File: src/rtl/uart_rx_word.sv
// 8N1 UART receiver: samples the RX line mid-bit, assembles bytes LSB-first and
// packs WORD_BYTES consecutive bytes (first byte in the MSBs) into FIFO words.
module uart_rx_word #(
  parameter int CLKS_PER_BIT = 217,
  parameter int WORD_BYTES   = 4
) (
  input  logic                    clk,
  input  logic                    rst,
  input  logic                    in,
  input  logic                    full,
  output logic [8*WORD_BYTES-1:0] data_out,
  output logic                    wr_en,
  output logic [7:0]              byte_out,
  output logic                    pulse,
  output logic                    frame_err,
  output logic                    overflow,
  output logic                    busy
);

  localparam int W  = 8 * WORD_BYTES;
  localparam int CW = $clog2(CLKS_PER_BIT);
  localparam int BW = $clog2(WORD_BYTES + 1);

  localparam logic [CW-1:0] HALF_LAST = CW'(CLKS_PER_BIT / 2 - 1);
  localparam logic [CW-1:0] BIT_LAST  = CW'(CLKS_PER_BIT - 1);
  localparam logic [BW-1:0] BYTE_LAST = BW'(WORD_BYTES - 1);

  typedef enum logic [1:0] {
    IDLE,
    START,
    DATA,
    STOP
  } state_t;

  logic [1:0]    sync_q;
  logic          rx_s;

  state_t        state_q, state_d;
  logic [CW-1:0] clk_cnt_q, clk_cnt_d;
  logic [2:0]    bit_idx_q, bit_idx_d;
  logic [7:0]    shift_q, shift_d;
  logic [W-1:0]  word_q, word_d, word_next;
  logic [BW-1:0] byte_cnt_q, byte_cnt_d;

  logic [W-1:0]  data_d;
  logic [7:0]    byte_d;
  logic          pulse_d, wr_en_d, frame_err_d, overflow_d;

  // Two-flop synchronizer; reset loads the idle (high) line level so no false start bit.
  // NOTE: sequential state uses non-blocking assignments so every flop samples pre-edge values.
  always_ff @(posedge clk) begin
    if (rst) sync_q <= 2'b11;
    else     sync_q <= {sync_q[0], in};
  end

  assign rx_s = sync_q[1];

  always_ff @(posedge clk) begin
    if (rst) begin
      state_q    <= IDLE;
      clk_cnt_q  <= '0;
      bit_idx_q  <= '0;
      shift_q    <= '0;
      word_q     <= '0;
      byte_cnt_q <= '0;
      data_out   <= '0;
      byte_out   <= '0;
      pulse      <= 1'b0;
      wr_en      <= 1'b0;
      frame_err  <= 1'b0;
      overflow   <= 1'b0;
    end else begin
      state_q    <= state_d;
      clk_cnt_q  <= clk_cnt_d;
      bit_idx_q  <= bit_idx_d;
      shift_q    <= shift_d;
      word_q     <= word_d;
      byte_cnt_q <= byte_cnt_d;
      data_out   <= data_d;
      byte_out   <= byte_d;
      pulse      <= pulse_d;
      wr_en      <= wr_en_d;
      frame_err  <= frame_err_d;
      overflow   <= overflow_d;
    end
  end

  // NOTE: every signal gets a default before the case so no path can infer a latch.
  always_comb begin
    state_d     = state_q;
    clk_cnt_d   = clk_cnt_q;
    bit_idx_d   = bit_idx_q;
    shift_d     = shift_q;
    word_d      = word_q;
    byte_cnt_d  = byte_cnt_q;
    data_d      = data_out;
    byte_d      = byte_out;
    pulse_d     = 1'b0;
    wr_en_d     = 1'b0;
    frame_err_d = 1'b0;
    overflow_d  = 1'b0;
    word_next   = (word_q << 8) | W'(shift_q);

    case (state_q)
      IDLE: begin
        if (!rx_s) begin
          state_d   = START;
          clk_cnt_d = '0;
        end
      end

      START: begin
        if (clk_cnt_q == HALF_LAST) begin
          clk_cnt_d = '0;
          // A start bit that is high again at its midpoint was only a glitch.
          if (rx_s) begin
            state_d = IDLE;
          end else begin
            state_d   = DATA;
            bit_idx_d = '0;
          end
        end else begin
          clk_cnt_d = clk_cnt_q + CW'(1);
        end
      end

      DATA: begin
        if (clk_cnt_q == BIT_LAST) begin
          clk_cnt_d          = '0;
          shift_d[bit_idx_q] = rx_s;
          if (bit_idx_q == 3'd7) state_d   = STOP;
          else                   bit_idx_d = bit_idx_q + 3'd1;
        end else begin
          clk_cnt_d = clk_cnt_q + CW'(1);
        end
      end

      STOP: begin
        if (clk_cnt_q == BIT_LAST) begin
          // Leave at mid stop bit so the next start edge half a bit later is caught.
          clk_cnt_d = '0;
          state_d   = IDLE;
          if (rx_s) begin
            byte_d  = shift_q;
            pulse_d = 1'b1;
            word_d  = word_next;
            if (byte_cnt_q == BYTE_LAST) begin
              byte_cnt_d = '0;
              if (full) begin
                overflow_d = 1'b1;
              end else begin
                data_d  = word_next;
                wr_en_d = 1'b1;
              end
            end else begin
              byte_cnt_d = byte_cnt_q + BW'(1);
            end
          end else begin
            frame_err_d = 1'b1;
            word_d      = '0;
            byte_cnt_d  = '0;
          end
        end else begin
          clk_cnt_d = clk_cnt_q + CW'(1);
        end
      end

      default: state_d = IDLE;
    endcase
  end

  assign busy = (state_q != IDLE);

endmodule

File: config.mk
export PLATFORM = sky130hd
export DESIGN_NAME = uart_rx_word
export DESIGN_NICKNAME = d
export VERILOG_FILES = /design/src/rtl/uart_rx_word.sv
export SDC_FILE = /design/constraint.sdc
export NUM_CORES = 1
export LEC_CHECK = 0
export ABC_CLOCK_PERIOD_IN_PS = 1750
export CORE_ASPECT_RATIO = 0.75
export CORE_MARGIN = 2
export CORE_UTILIZATION = 49
export DETAILED_ROUTE_END_ITERATION = 16
export PLACE_DENSITY = 0.75
export SYNTH_ARGS = -nofsm -noshare
export SYNTH_HDL_FRONTEND = slang
export SYNTH_SLANG_ARGS = --single-unit
File: constraint.sdc
create_clock -name clk -period 1.75 [get_ports clk]
set_clock_uncertainty 0.2 [all_clocks]
set_input_delay 0.35 -clock clk [delete_from_list [all_inputs] [get_ports clk]]
set_output_delay 0.35 -clock clk [all_outputs]
set_load 0.01 [all_outputs]
### After elaboration in Yosys (flattened, before gate mapping)

Index checks and enable logic that the tools add are counted.

* flip-flop bits (word level): 94

* add/subtract/negate cells: 3
* $lt $le $gt $ge: 2
* eq/ne operators: 14
* muxes and demuxes: 26
* bitwise operators: 6
* reduce and logical (&&, ||, !) cells: 13

Operators with widths (number)
* 32-bit by 8-bit OR with 32-bit output: 1
* 24-bit 2-to-1 mux: 1
* 8-bit 2-to-1 mux: 3
* 8-bit case mux with 3 select lines: 1
* 3-bit 2-to-1 mux: 6
* 5-bit AND reduction: 3
* 2-bit != test, second input constant: 7
* 2-bit 2-to-1 mux: 6
* 8-bit by 1-bit adder with 8-bit output, second input constant: 1
* 8-bit bitwise mux: 1
* 8-bit by 7-bit equality test with 1-bit output, second input constant: 1
* 8-bit equality test, second input constant: 1
* 2-bit case mux with 4 select lines: 1
* 3-bit by 1-bit adder with 3-bit output, second input constant: 2
* 3-bit case mux with 2 select lines: 1
* 1-bit 2-to-1 mux: 5
* 1-bit inverter: 5
* 5-bit OR reduction: 1
* 2-bit equality test, second input constant: 2
* 3-bit by 4-bit less-than comparator with 1-bit output, second input constant: 1
* 2-bit AND reduction: 2
* 2-bit nonzero test: 2
* 1-bit demux with 3-bit select: 1
* 3-bit by 2-bit equality test with 1-bit output, second input constant: 1
* other kinds (8): 8

### Longest topological paths before layout

Gate-level depths: netlist (run 1).

* depth in word-level cells: 5
* mapped depth: 9
* depth with buffers taken out: 6

### Least setup slack after synthesis (run 1)

No wires, ideal clock.

* path type: flip-flop to flip-flop
* start point: register bit_idx_q[0]
* end point: register bit_idx_q[0]
* library setup time: 0.070 ns
* arrival: 1.657 ns
* data required time: 1.480 ns
* slack: -0.176 ns
* stages on the path, launching flop included: 6
* buffers on the path: 0
* period minus slack after synthesis: 1.926 ns
* cells stage by stage: dfxtp_1 -> ha_1 -> ha_1 -> o32a_1 -> or4_1 -> a21oi_1

* cells in the longest elaborated chain, start to end: 4
* elaborated cells on any way between the ends: 7
* those cells by class: add/sub (1); eq/ne (2); mux (3); reduce/logical (1)

Ends and longest elaborated chain
* from (decl): line 40 `logic [2:0] bit_idx_q, bit_idx_d;`
* from (signal assigned): line 75 `bit_idx_q <= bit_idx_d;`
* 3-bit by 1-bit adder with 3-bit output: line 132 `else bit_idx_d = bit_idx_q + 3'd1;`
* 3-bit 2-to-1 mux: line 131 `if (bit_idx_q == 3'd7) state_d = STOP;`
* 3-bit 2-to-1 mux: line 128 `if (clk_cnt_q == BIT_LAST) begin`
* 3-bit case mux with 2 select lines: line 104 `case (state_q)`

Parallel ways exist; a longest one is shown, timed or not. The select of a mux whose other input is x is not followed.
A chain may end at the register's enable or synchronous reset.

### Worst setup path in the final report (run 1)

* start point: register clk_cnt_q[0]
* end point: register byte_out[0]

* cells in the longest elaborated chain, start to end: 2

Ends and longest elaborated chain
* from (decl): line 39 `logic [CW-1:0] clk_cnt_q, clk_cnt_d;`
* from (signal assigned): line 74 `clk_cnt_q <= clk_cnt_d;`
* 8-bit equality test: line 139 `if (clk_cnt_q == BIT_LAST) begin`
* 3-bit AND reduction (no source line)
* to (signal assigned): line 80 `byte_out <= byte_d;`
* to (decl): line 13 `output logic [7:0] byte_out,`

Every way passes these cells.

==> results of run 1 <==
[stage by stage]
step	hold slack [ns]	power (mW)	cell area, µm²	TNS, ns	utilization [%]
2_1_floorplan	0.189	2.27	3820	-0.106	-
3_3_place_gp	0.205	2.30	4570	-7.47	61.8
3_5_place_dp	0.199	2.30	4570	-8.97	61.8
4_1_cts	0.111	3.80	4830	-0.338	65.3
5_1_grt	0.0982	3.96	5800	-10.79	78.4
6_report	0.125	3.86	5800	-7.90	78.4
[area by class of cell]
cell class	count	area [µm²]
tap	101	126
multi-input combinational	322	2460
inverter	4	15.0
sequential	94	1890
fill	438	1600
clock inverter	7	87.6
clock buffer	9	124
timing repair buffer	106	1100
[state kept, by name, summed over array words and instances, names as in the netlist, named ones only]
register and flops:
data_out 32, wr_en 1, byte_cnt_q 3, byte_out 8, frame_err 1, word_q 24
sync_q 2, bit_idx_q 3, shift_q 8, overflow 1, state_q 1, clk_cnt_q 8
pulse 1
[cells by family after synthesis]
group           Yosys count  synth area share [%]
mux                       8                  2.12
buf+inv                  40                  5.37
fa+ha+maj                 6                  1.99
simple gates            210                  26.7
compound gates           98                  14.0
flops                    94                  49.9
[routing by layer]
layer	wire length [µm]	track usage, %
met1	5520	32.6
met2	6210	38.6
met3	1190	5.63
met4	436	5.60
met5	0	0
[path summary, 6_finish.rpt]
path                      from     endpoint  slack, ns  cells past startpoint
hold / removal             rst    sync_q[0]       0.12                      2
hold reg to reg      sync_q[0]    sync_q[1]       0.25                      1
setup / recovery  clk_cnt_q[0]  byte_out[0]      -0.20                      7
setup reg to reg  clk_cnt_q[0]  byte_out[0]      -0.20                      7
[worst register-to-register path: cells and delay by family (launching register included)]
kind            cells  cell delay [ns]
simple gates        3             0.74
buf+inv             2             0.24
fa+ha+maj           1             0.12
flops               1             0.34
compound gates      1             0.23
[cells in the mapped netlist, types with 2 or more instances]
cell	instances
and4b_1	2
or2_2	2
nand4_1	6
nor4bb_1	2
dfxtp_1	94
and2_1	3
ha_1	6
nor4b_1	2
nor3b_1	3
inv_1	4
mux2i_1	8
nand2_1	113
or3_1	2
clkbuf_1	19
o22ai_1	5
nand4b_1	7
nor2b_1	2
nand3_1	32
nand2b_1	3
a21oi_1	78
nor2_1	16
nor3_1	5
nor4_1	2
o21ai_0	6
o21a_1	2
clkbuf_8	3
buf_2	12
[repair_timing]
| item | in CTS | in global routing |
|---|---|---|
| pin swaps | 15 | 85 |
| buffers inserted | 0 | 8 |
| gates cloned | 1 | 8 |
| resized for setup | 69 | 172 |
| setup endpoints to repair | 115 | 83 |
[power by group]
part	switching [mW]	internal [mW]
registers	0.00663	2.14
logic	0.0989	0.0471
clock network	0.874	0.694
total	0.980	2.88
==> results.tsv, run 1 <==
stage	metric	value	unit
yosys	Post-synth EDFFs	0	
timing	crit share post-route	111	%
critical_path	CP endpoint kind	flip-flop	
floorplanning	Die Wd	105	µm
route	Residual DRC	0	
yosys	Avg Inst Size Synth	8.27	µm²
critical_path	critical path class	reg -> reg	
critical_path	CP max FO	8	
clock_network	cts hold-fix bufs	0	
outcome	failing checks	setup timing	
critical_path	Setup crit start kind	flip-flop	
critical_path	sequence of cells on the critical path	inv_2, ha_4, and4b_2, and3_4, buf_12, nand3_4, a21oi_1	
cells_and_area	nets@finish	547	
job	max_cap viols	0	
min_path	hold crit path type	in -> reg	
outcome	outcome	finished, violations left	
timing	worst slew pin tran	0.432	ns
cells_and_area	layout cells sized above 1	40.0	%
route	Post-DRT Antenna Nets	0	
floorplanning	Die Ht	80.0	µm
critical_path	critical path's top delay family	simple AND/OR/NAND/NOR gates	
yosys	main area contributors after synthesis	dfxtp_1 50%, nand2_1 11%, a21oi_1 10%	
yosys	mapped cell area	0.00377	mm²
timing	final setup margin	-0.195	ns
critical_path	crit path buf inv count	2	
cells_and_area	commonest cells after routing, fill and taps aside	89 x dfxtp_1, 71 x nand2_1, 44 x dlygate4sd2_1	
route	routed vias/inst	6.14	
global_routing	largest net degree at the start of global routing	41	
floorplanning	Initial Util	51.0	%
timing	post-route minimum period	1.95	ns
power_and_ir_drop	VDD IR max	0.000506	V
route	total number of vias	3949	
clock_network	Root Driver	clkbuf_8	
route	wire per inst	20.8	µm
floorplanning	Boundary Pins	49	
critical_path	max incr delay on CP	0.34	ns
yosys	Post-Synthesis Cells	456	
floorplanning	CORE AREA	0.00740	mm²
yosys	top-area cell type share of the netlist area	49.9	%
placement	dpl cells	610	
yosys	library cells used by synthesis	44	
placement	Buffers on Ports	48	
yosys	yosys warns	0	
yosys	fraction of registers with async set/reset	0	%
timing	RSZ-0062 raised after global routing	yes	
global_routing	vias in the first global route	3271	
route	1st-pass router iterations	5	
global_routing	grt ovf	0	
yosys	sequential-to-total area share from yosys stat	49.9	%
timing	Final Hold Viols	0	
clock_network	clock-pin slew of the registers on the worst-case setup and hold paths	0.10	ns
clock_network	H-Tree Depth	3	
global_routing	initial antenna violation count	0	
timing	headroom to the max-slew limit	71.2	%
placement	pre-CTS setup slack	-0.269	ns
clock_network	Max Root-Sink Buffers	2	
critical_path	WP data required	1.84	ns
floorplanning	die footprint	0.00842	mm²
timing	Max Freq	0.514	GHz
yosys	Post-Syn Nets	466	
timing	fin. max-slew vios	0	
timing	setup violators final	84	
global_routing	global-route wire length before repair	16.1	mm
clock_network	clk sinks	94	
yosys	Main synth FF type	dfxtp_1	
route	DR iter-0 viols	362	
power_and_ir_drop	PD cells	666	mW/mm²
cells_and_area	Diodes inserted	0	
clock_network	worst skew pair latency	0.38	ns
critical_path	CP max stage cell	dfxtp_2	
cells_and_area	Final Instance Count excl. Fillers	643	
critical_path	Worst Path Arrival	2.03	ns
cells_and_area	area delta synth->final	53.8	%
clock_network	CTS tree	built	
yosys	Yosys reg bits	94	
route	Detailed Route WL	13.4	mm
clock_network	CTS Buf Count	9	
placement	GPL Wtd Cong	0.827	
floorplanning	Rows	27	
placement	dpl hpwl	6.17	mm
cells_and_area	most common cell after layout, fill and taps aside	dfxtp_1	
power_and_ir_drop	P_leak	2.18	nW
yosys	Synth area leader	dfxtp_1	
global_routing	total track usage	24.0	%
(Power assumes the default switching activity.)
==> inputs of run 2 (changes only) <==
--- a/config.mk
+++ b/config.mk
@@ -9,6 +9,7 @@
 export CORE_ASPECT_RATIO = 0.75
 export CORE_MARGIN = 2
 export CORE_UTILIZATION = 49
+export CTS_CLUSTER_DIAMETER = 50
 export DETAILED_ROUTE_END_ITERATION = 16
 export PLACE_DENSITY = 0.75
 export SYNTH_ARGS = -nofsm -noshare
==> constraint.sdc (replaced) <==
create_clock -name clk -period 1.75 [get_ports clk]
set_clock_uncertainty 0.2 [all_clocks]
set_input_delay 0.35 -clock clk [delete_from_list [all_inputs] [get_ports clk]]
set_output_delay 0.35 -clock clk [all_outputs]
set_load 0.05 [all_outputs]
==> run 2 against run 1 <==
The flow still finishes with violations (setup timing). First-iteration DRC count is 31% higher. Critical endpoint is now word_q[21]. Cell area is 7.0% higher. Via count rose by 3.0%. Sequential cell count unchanged. Critical path type unchanged. Global-route usage increased by 2.9 points. Non-clock buffer count stayed put.
==> results.tsv, run 2 (synthesized netlist as in run 1, its figures left out) <==
stage	metric	value	unit	change
critical_path	CP max FO	8		unchanged
critical_path	CP max stage cell	and4b_2		
floorplanning	Die Wd	105	µm	unchanged
critical_path	WP data required	1.86	ns	+0.02 ns
critical_path	CP endpoint kind	flip-flop		
critical_path	sequence of cells on the critical path	inv_2, ha_4, and4b_2, and3_4, buf_12, nand3_1, a21oi_2		
timing	fin. max-slew vios	0		unchanged
min_path	hold crit path type	in -> reg		
cells_and_area	largest reg by FF count	data_out		
floorplanning	die footprint	0.00842	mm²	unchanged
critical_path	critical path class	reg -> reg		
timing	setup violators final	93		+11%
critical_path	max incr delay on CP	0.34	ns	about the same
timing	final setup margin	-0.247	ns	-0.0511 ns
route	1st-pass router iterations	6		+1
timing	headroom to the max-slew limit	68.8	%	-2.4 points
clock_network	clock-pin slew of the registers on the worst-case setup and hold paths	0.10	ns	about the same
power_and_ir_drop	Gate power share	4.2	%	+0.4 points
floorplanning	Rows	27		unchanged
floorplanning	Boundary Pins	49		unchanged
floorplanning	Die Ht	80.0	µm	unchanged
placement	dpl hpwl	6.57	mm	+6.6%
placement	GPL Wtd Cong	0.846		+2.3%
global_routing	vias in the first global route	3600		+10%
cells_and_area	area delta synth->final	64.5	%	
placement	pre-CTS setup slack	-0.270	ns	-0.000519 ns
route	total number of vias	4069		+3.0%
floorplanning	CORE AREA	0.00740	mm²	unchanged
power_and_ir_drop	switching share of total power	26.3	%	+0.98 points
timing	RSZ-0062 raised after global routing	yes		
power_and_ir_drop	P_leak	2.52	nW	+15%
placement	Buffers on Ports	48		unchanged
global_routing	initial antenna violation count	0		unchanged
power_and_ir_drop	PD cells	596	mW/mm²	-10%
cells_and_area	top flop regs	data_out: 32 flops, word_q: 24 flops		
power_and_ir_drop	Clock power frac	37.7	%	-2.9 points
global_routing	total track usage	26.8	%	+2.9 points
power_and_ir_drop	sw power	975	µW	-0.55%
outcome	failing checks	setup timing		
job	max_cap viols	0		unchanged
critical_path	critical path's top delay family	simple AND/OR/NAND/NOR gates		
route	Detailed Route WL	14.4	mm	+8.0%
critical_path	Setup crit start kind	flip-flop		
global_routing	largest net degree at the start of global routing	40		-2.4%
power_and_ir_drop	Reg power frac	58.1	%	+2.5 points
clock_network	Max Root-Sink Buffers	2		unchanged
outcome	outcome	finished, violations left		
critical_path	crit path buf inv count	2		unchanged
route	Residual DRC	0		unchanged
cells_and_area	max reg flops	32		unchanged
route	wire per inst	22.4	µm	+8.0%
power_and_ir_drop	Cell Int Power	2.72	mW	-5.5%
clock_network	CTS tree	built		
timing	Final Hold Viols	0		unchanged
global_routing	grt ovf	0		unchanged
clock_network	H-Tree Depth	3		unchanged
cells_and_area	commonest cells after routing, fill and taps aside	89 x dfxtp_1, 85 x nand2_1, 52 x buf_12		
power_and_ir_drop	VDD IR max	0.000505	V	-0.32%
cells_and_area	most common cell after layout, fill and taps aside	dfxtp_1		
route	DR iter-0 viols	476		+31%
clock_network	clk sinks	94		unchanged
cells_and_area	nets@finish	547		unchanged
clock_network	worst skew pair latency	0.38	ns	about the same
route	routed vias/inst	6.33		+3.0%
timing	Max Freq	0.501	GHz	-2.6%
cells_and_area	layout cells sized above 1	45.2	%	+5.2 points
clock_network	cts hold-fix bufs	0		unchanged
timing	crit share post-route	114	%	+2.9 points
route	Post-DRT Antenna Nets	0		unchanged
cells_and_area	Design Area, Final	0.00621	mm²	+7.0%
clock_network	CTS Buf Count	9		unchanged
placement	placed cell area	0.00505	mm²	+10%
clock_network	Root Driver	clkbuf_8		
timing	post-route minimum period	2.00	ns	+0.0511 ns
cells_and_area	Diodes inserted	0		unchanged
cells_and_area	fill cell count	320		-27%
critical_path	Worst Path Arrival	2.11	ns	+0.08 ns
timing	worst slew pin tran	0.465	ns	+0.0336 ns
global_routing	global-route wire length before repair	17.6	mm	+9.6%
floorplanning	Initial Util	51.0	%	unchanged
==> run 2: cell types whose count changed in the layout (fill, tap and decap cells not counted), moves of 4 or more <==
cell | before | now
buf_16 | 1 | 5
nand3_1 | 7 | 12
buf_12 | 6 | 52
nand3_2 | 14 | 10
dlygate4sd2_1 | 44 | 0
a21oi_1 | 39 | 34
nand2_2 | 15 | 3
clkbuf_16 | 6 | 2
a21oi_2 | 38 | 43
nand2_1 | 71 | 85
==> run 2: final timing paths <==
kind	slack, ns	cells after the start	startpoint	endpoint
worst max-delay path	-0.25	7	clk_cnt_q[0]	word_q[21]
worst min-delay path	0.20	2	rst	data_out[11]
worst max register to register	-0.25	7	clk_cnt_q[0]	word_q[21]
worst min register to register	0.24	1	sync_q[0]	sync_q[1]
==> run 2: cell type report <==
cell class | instances | area [µm²] | share of cell area, %
Multi-Input combinational cell | 322 | 2390 | 38.4
Sequential cell | 94 | 1890 | 30.4
Timing Repair Buffer | 106 | 1610 | 25.9
Tap cell | 101 | 126 | 2.04
Clock buffer | 9 | 124 | 2.00
Clock inverter | 7 | 56.3 | 0.907
Inverter | 4 | 15.0 | 0.242
==> run 2: power by group through the flow <==
| stage | sequential [mW] | combinational, mW | clock, mW |
|---|---|---|---|
| after global placement | 2.20 | 0.114 | 0 |
| after floorplan | 2.20 | 0.0767 | 0 |
| final | 2.15 | 0.157 | 1.39 |
| after CTS | 2.15 | 0.127 | 1.35 |
| after global routing | 2.15 | 0.162 | 1.47 |
| after detailed placement | 2.20 | 0.118 | 0 |
==> run 2: repair_timing <==
item	4_1_cts	5_1_grt
pin swaps	39	73
buffers inserted	3	5
cloned	5	2
setup endpoints to repair	60	92
gates resized for setup	49	120
==> run 2: metal layers <==
layer / global-route usage (%) / routed length (µm) / part of all wire, %
met5: 0 / 0 / 0
met2: 42.0 / 6720 / 47
met1: 35.9 / 5720 / 40
met3: 6.45 / 1420 / 9.9
met4: 10.5 / 568 / 3.9
==> run 2: through the flow <==
step	std cells	power (mW)	hold slack [ns]	utilization, %	TNS, ns
2_1_floorplan	456	2.27	0.189	-	-0.106
3_3_place_gp	613	2.31	0.198	68.2	-8.20
3_5_place_dp	613	2.32	0.209	68.2	-10.55
4_1_cts	637	3.62	0.168	75.6	-1.72
5_1_grt	643	3.78	0.207	83.9	-15.35
6_report	643	3.70	0.201	83.9	-12.28
